**src/rtl/sram_port_arbiter.sv**
```systemverilog
// Shares one single-port synchronous SRAM between the fetch and load/store requesters.
// Data side has fixed priority; fetch is forced through after STARVE_LIMIT contested data grants.
module sram_port_arbiter #(
  parameter int ADDR_W       = 32,
  parameter int DATA_W       = 32,
  parameter int STARVE_LIMIT = 3
) (
  input  logic                clk,
  input  logic                reset,
  input  logic                inst_req,
  input  logic [ADDR_W-1:0]   inst_addr,
  output logic                inst_addr_ok,
  output logic                inst_data_ok,
  output logic [DATA_W-1:0]   inst_rdata,
  input  logic                data_req,
  input  logic [DATA_W/8-1:0] data_wen,
  input  logic [ADDR_W-1:0]   data_addr,
  input  logic [DATA_W-1:0]   data_wdata,
  output logic                data_addr_ok,
  output logic                data_data_ok,
  output logic [DATA_W-1:0]   data_rdata,
  output logic                sram_en,
  output logic [DATA_W/8-1:0] sram_wen,
  output logic [ADDR_W-1:0]   sram_addr,
  output logic [DATA_W-1:0]   sram_wdata,
  input  logic [DATA_W-1:0]   sram_rdata
);

  localparam int CNT_W = $clog2(STARVE_LIMIT + 1);
  localparam logic [CNT_W-1:0] LIMIT = CNT_W'(STARVE_LIMIT);

  typedef enum logic [1:0] {
    IDLE   = 2'd0,
    RESP_I = 2'd1,
    RESP_D = 2'd2
  } state_t;

  state_t           state_q, state_d;
  logic [CNT_W-1:0] starve_cnt_q, starve_cnt_d;
  logic             grant_i, grant_d;

  always_ff @(posedge clk) begin
    if (reset) begin
      state_q      <= IDLE;
      starve_cnt_q <= '0;
    end else begin
      state_q      <= state_d;
      starve_cnt_q <= starve_cnt_d;
    end
  end

  // Reset masks every grant so nothing reaches the SRAM while the core restarts.
  always_comb begin
    grant_i = 1'b0;
    grant_d = 1'b0;
    if (!reset) begin
      if (inst_req && data_req) begin
        if (starve_cnt_q == LIMIT) grant_i = 1'b1;
        else                       grant_d = 1'b1;
      end else if (inst_req) begin
        grant_i = 1'b1;
      end else if (data_req) begin
        grant_d = 1'b1;
      end
    end
  end

  always_comb begin
    state_d      = IDLE;
    starve_cnt_d = starve_cnt_q;
    if (grant_i) begin
      state_d      = RESP_I;
      starve_cnt_d = '0;
    end else if (grant_d) begin
      state_d = RESP_D;
      if (inst_req && starve_cnt_q != LIMIT) starve_cnt_d = starve_cnt_q + CNT_W'(1);
    end
  end

  always_comb begin
    inst_addr_ok = grant_i;
    data_addr_ok = grant_d;
    sram_en      = grant_i | grant_d;
    sram_wen     = grant_d ? data_wen : '0;
    sram_addr    = grant_i ? inst_addr : data_addr;
    sram_wdata   = grant_i ? '0 : data_wdata;
    // A response whose cycle overlaps reset is dropped.
    inst_data_ok = (state_q == RESP_I) && !reset;
    data_data_ok = (state_q == RESP_D) && !reset;
    inst_rdata   = sram_rdata;
    data_rdata   = sram_rdata;
  end

endmodule

```
**config.mk**
```make
export PLATFORM = sky130hd
export DESIGN_NAME = sram_port_arbiter
export DESIGN_NICKNAME = d
export VERILOG_FILES = /design/src/rtl/sram_port_arbiter.sv
export SDC_FILE = /design/constraint.sdc
export NUM_CORES = 1
export LEC_CHECK = 0
export ABC_AREA = 1
export CAP_MARGIN = 0
export CELL_PAD_IN_SITES_DETAIL_PLACEMENT = 1
export CELL_PAD_IN_SITES_GLOBAL_PLACEMENT = 1
export CORE_ASPECT_RATIO = 1.25
export CORE_MARGIN = 5
export CORE_UTILIZATION = 10
export CTS_CLUSTER_DIAMETER = 40
export DETAILED_ROUTE_END_ITERATION = 16
export GPL_TIMING_DRIVEN = 0
export HOLD_SLACK_MARGIN = 0.03
export PLACE_DENSITY = 0.77
export SLEW_MARGIN = 0
export SYNTH_ARGS = -nofsm -noshare
export SYNTH_HDL_FRONTEND = slang
export SYNTH_SLANG_ARGS = --single-unit
```
**constraint.sdc**
```tcl
create_clock -name clk -period 1.7 [get_ports clk]
set_input_delay 0.34 -clock clk [delete_from_list [all_inputs] [get_ports clk]]
set_output_delay 0.34 -clock clk [all_outputs]
set_load 0.005 [all_outputs]
```
==> reports/results.tsv, run 1 <==
stage	metric	value	unit
placement	worst slack, placed	-826.1	ps
critical_path	WP data arrival	1640	ps
critical_path	CP Max Fanout	5	
pwr	pwr dens	326.0	nW/um^2
global_route	vias in the first global route	2896	
synthesis	Syn Nets	414	
timing	RSZ-0062 raised after global routing	yes	
timing	Fmax	504.7	MHz
final_layout	most common cell after layout, fill and taps aside	clkdlybuf4s50_1	
timing	clock skew	0.7805	ps
synthesis	Avg Cell Area, Syn	5.191	um^2
clock_network	hold buffers post-CTS	0	
clock_network	Clock Tree Buf Depth	2	
final_layout	post-route insts no fill	736	
synthesis	warnings from Yosys	0	
detailed_routing	Detail Route Antenna Nets	0	
critical_path	WS Path Type	reg -> out	
critical_path	Worst EP required	1360	ps
final_layout	post-route cell area	4886	um^2
synthesis	post-synthesis sequential area ratio	5.590	%
die	core footprint	14220	um^2
timing	final period utilization	116.6	%
final_layout	# diodes	0	
status	failing checks	negative setup slack	
die	Die Width	117.1	um
global_route	grt total ovfl	0	
synthesis	Syn Inst Count	276	
detailed_routing	drt drc	0	
timing	Slew @ Worst Pin	283.0	ps
placement	post-detail-place hpwl	8724	um
timing	Final Critical Period	1981	ps
placement	gpl congestion	0.6841	
final_layout	most frequent cells in the layout	clkdlybuf4s50_1 (166), buf_4 (77), nand2_1 (59), nand2_2 (51), buf_6 (43)	
critical_path	crit path launch type	flop	
critical_path	r2r setup slk	300	ps
detailed_routing	via count	2684	
clock_network	Sinks on Clock Net	4	
status	status	finished with violations	
pwr	Leak	2.516	nW
final_layout	Fillers	1734	
timing	slew margin rel.	81.06	%
placement	I/O Buffers	240	
flow_run	max-cap violation count	0	
timing	Final Setup Violations	69	
synthesis	synth unique cells	15	
critical_path	Crit. End Element	primary output	
final_layout	area grow syn2layout	241.0	%
die	Rows	49	
pwr	Worst IR Drop VDD	0.5488	mV
die	Vert. Die Dim	143.8	um
synthesis	Netlist Area Pre-Place	1433	um^2
clock_network	CTS tree	built	
global_route	largest net degree at the start of global routing	11	
pwr	Power, Total	1.593	mW
final_layout	layout cell share with drive strength beyond 1	52.33	%
global_route	GRT Total Usage	11.55	%
critical_path	Critical Path Max Stage Delay	320	ps
global_route	initial antenna violation count	0	
clock_network	H-Tree Depth	1	
die	I/O pins	273	
timing	setup tns final	-14040	ps
clock_network	clk_lat worst skew	230	ps
die	die area	16830	um^2
placement	Inst Count DP	694	
die	Starting Density	10.07	%
placement	Placement Cell Area	4058	um^2
critical_path	most frequent CP cell	nand2_2	
clock_network	clk slew on worst S/H paths	30	ps
clock_network	clk root buf	clkbuf_16	
critical_path	Slowest-stage cell, CP	dfxtp_2	
detailed_routing	Iter 0 DRT Violations	27	
final_layout	Final nets	698	
synthesis	post-synthesis register bit count	4	
timing	Hold Violations, Final	0	
clock_network	Num CTS Buffers	3	
timing	PnR worst setup slack	-281.4	ps
critical_path	worst path cell trace	ha_4, inv_2, nand2_2, nand3_4, buf_12, clkinv_8, buf_4, buf_6, nand2_2, nand2_2, buf_6	
worst_hold_path	HP Class	in -> reg	
detailed_routing	Via density	3.647	
timing	Slew Limit Fails	0	
global_route	global-route wire length before repair	15020	um
detailed_routing	Pre-Repair DR Iteration Count	4	
detailed_routing	Routed Wire Length	11260	um
detailed_routing	WL/cell	15.30	um
critical path, delay by kind of cell, from the launching register on:
kind                     cells  cell delay, ps
adder cells (fa/ha/maj)      1             150
AND/OR/NAND/NOR              4             320
flip-flops                   1             320
buffers and inverters        6             620
Yosys cell counts, drive strengths merged:
master    n  area, um^2
ha        2       25.02
nand3     2       15.01
nand3b    1       7.510
nor2      9       33.78
o21ai     1       8.760
a21oi     4       20.02
nor3      1       5.000
dfxtp     4       80.08
buf      74       569.3
inv      45       168.9
nand2   133       499.2
worst paths after layout:
path,endpoint,cells after the start,from
worst max-delay path,sram_addr[31],11,starve_cnt_q[1]$_SDFFE_PP0P_
worst min-delay path,state_q[1]$_SDFF_PP0_,2,inst_req
worst max register to register,state_q[0]$_SDFF_PP0_,9,starve_cnt_q[1]$_SDFFE_PP0P_
worst min register to register,starve_cnt_q[1]$_SDFFE_PP0P_,3,starve_cnt_q[1]$_SDFFE_PP0P_
stage by stage:
stage,hold WS (ps),utilization (%)
global route,606.6,34.35
finish,574.5,34.35
floorplan,431.9,-
CTS,572.6,32.24
global placement,495.7,28.53
detailed placement,556.5,28.53
flip-flops by register name, indices dropped and copies added, names as in the netlist:
name and flops:
starve_cnt_q 2, state_q 2
repair_timing:
action / in CTS / in global routing
buffers inserted: 29 / 8
hold endpoints to repair: 0 / 0
pin swaps: 15 / 11
setup endpoints to repair: 73 / 71
resized for setup: 402 / 84
gates cloned: 5 / 0
layer usage:
| metal | part of all wire, % | global-route usage (%) | up-vias |
|---|---|---|---|
| met4 | 0.33 | 1.268 | 0 |
| li1 | - | - | 1288 |
| met3 | 11 | 3.159 | 4 |
| met2 | 59 | 25.71 | 166 |
| met1 | 29 | 9.917 | 1226 |
| met5 | 0 | 0 | - |
cells by family after synthesis:
family / Yosys count / share of synthesized area, %
adder cells (fa/ha/maj): 2 / 1.746
flip-flops: 4 / 5.590
AO/OA/AOI/OAI: 5 / 2.009
buffers and inverters: 119 / 51.53
AND/OR/NAND/NOR: 146 / 39.13
area by class of cell:
| class | instances | area [um^2] | area share, % |
|---|---|---|---|
| Timing Repair Buffer | 279 | 2700 | 55.26 |
| Multi-Input combinational cell | 153 | 977.2 | 20.00 |
| Buffer | 74 | 646.9 | 13.24 |
| Tap cell | 178 | 222.7 | 4.558 |
| Inverter | 45 | 181.4 | 3.713 |
| Sequential cell | 4 | 82.58 | 1.690 |
| Clock buffer | 3 | 75.07 | 1.536 |
report_power, final:
part	switching [mW]	internal [mW]	leakage, nW
Combinational	0.382	0.737	2.45
Clock	0.0710	0.301	0.0370
Sequential	0.00334	0.0990	0.0337
Total	0.456	1.14	2.52
Note: power is estimated with default switching activity, not from simulation.
==> run 2, diff against run 1 <==
--- a/config.mk
+++ b/config.mk
@@ -17,7 +17,6 @@
 export GPL_TIMING_DRIVEN = 0
 export HOLD_SLACK_MARGIN = 0.03
 export PLACE_DENSITY = 0.77
-export SLEW_MARGIN = 0
 export SYNTH_ARGS = -nofsm -noshare
 export SYNTH_HDL_FRONTEND = slang
 export SYNTH_SLANG_ARGS = --single-unit
==> results of run 2 <==
The final DEF is identical to that of run 1; final timing and power are the same.
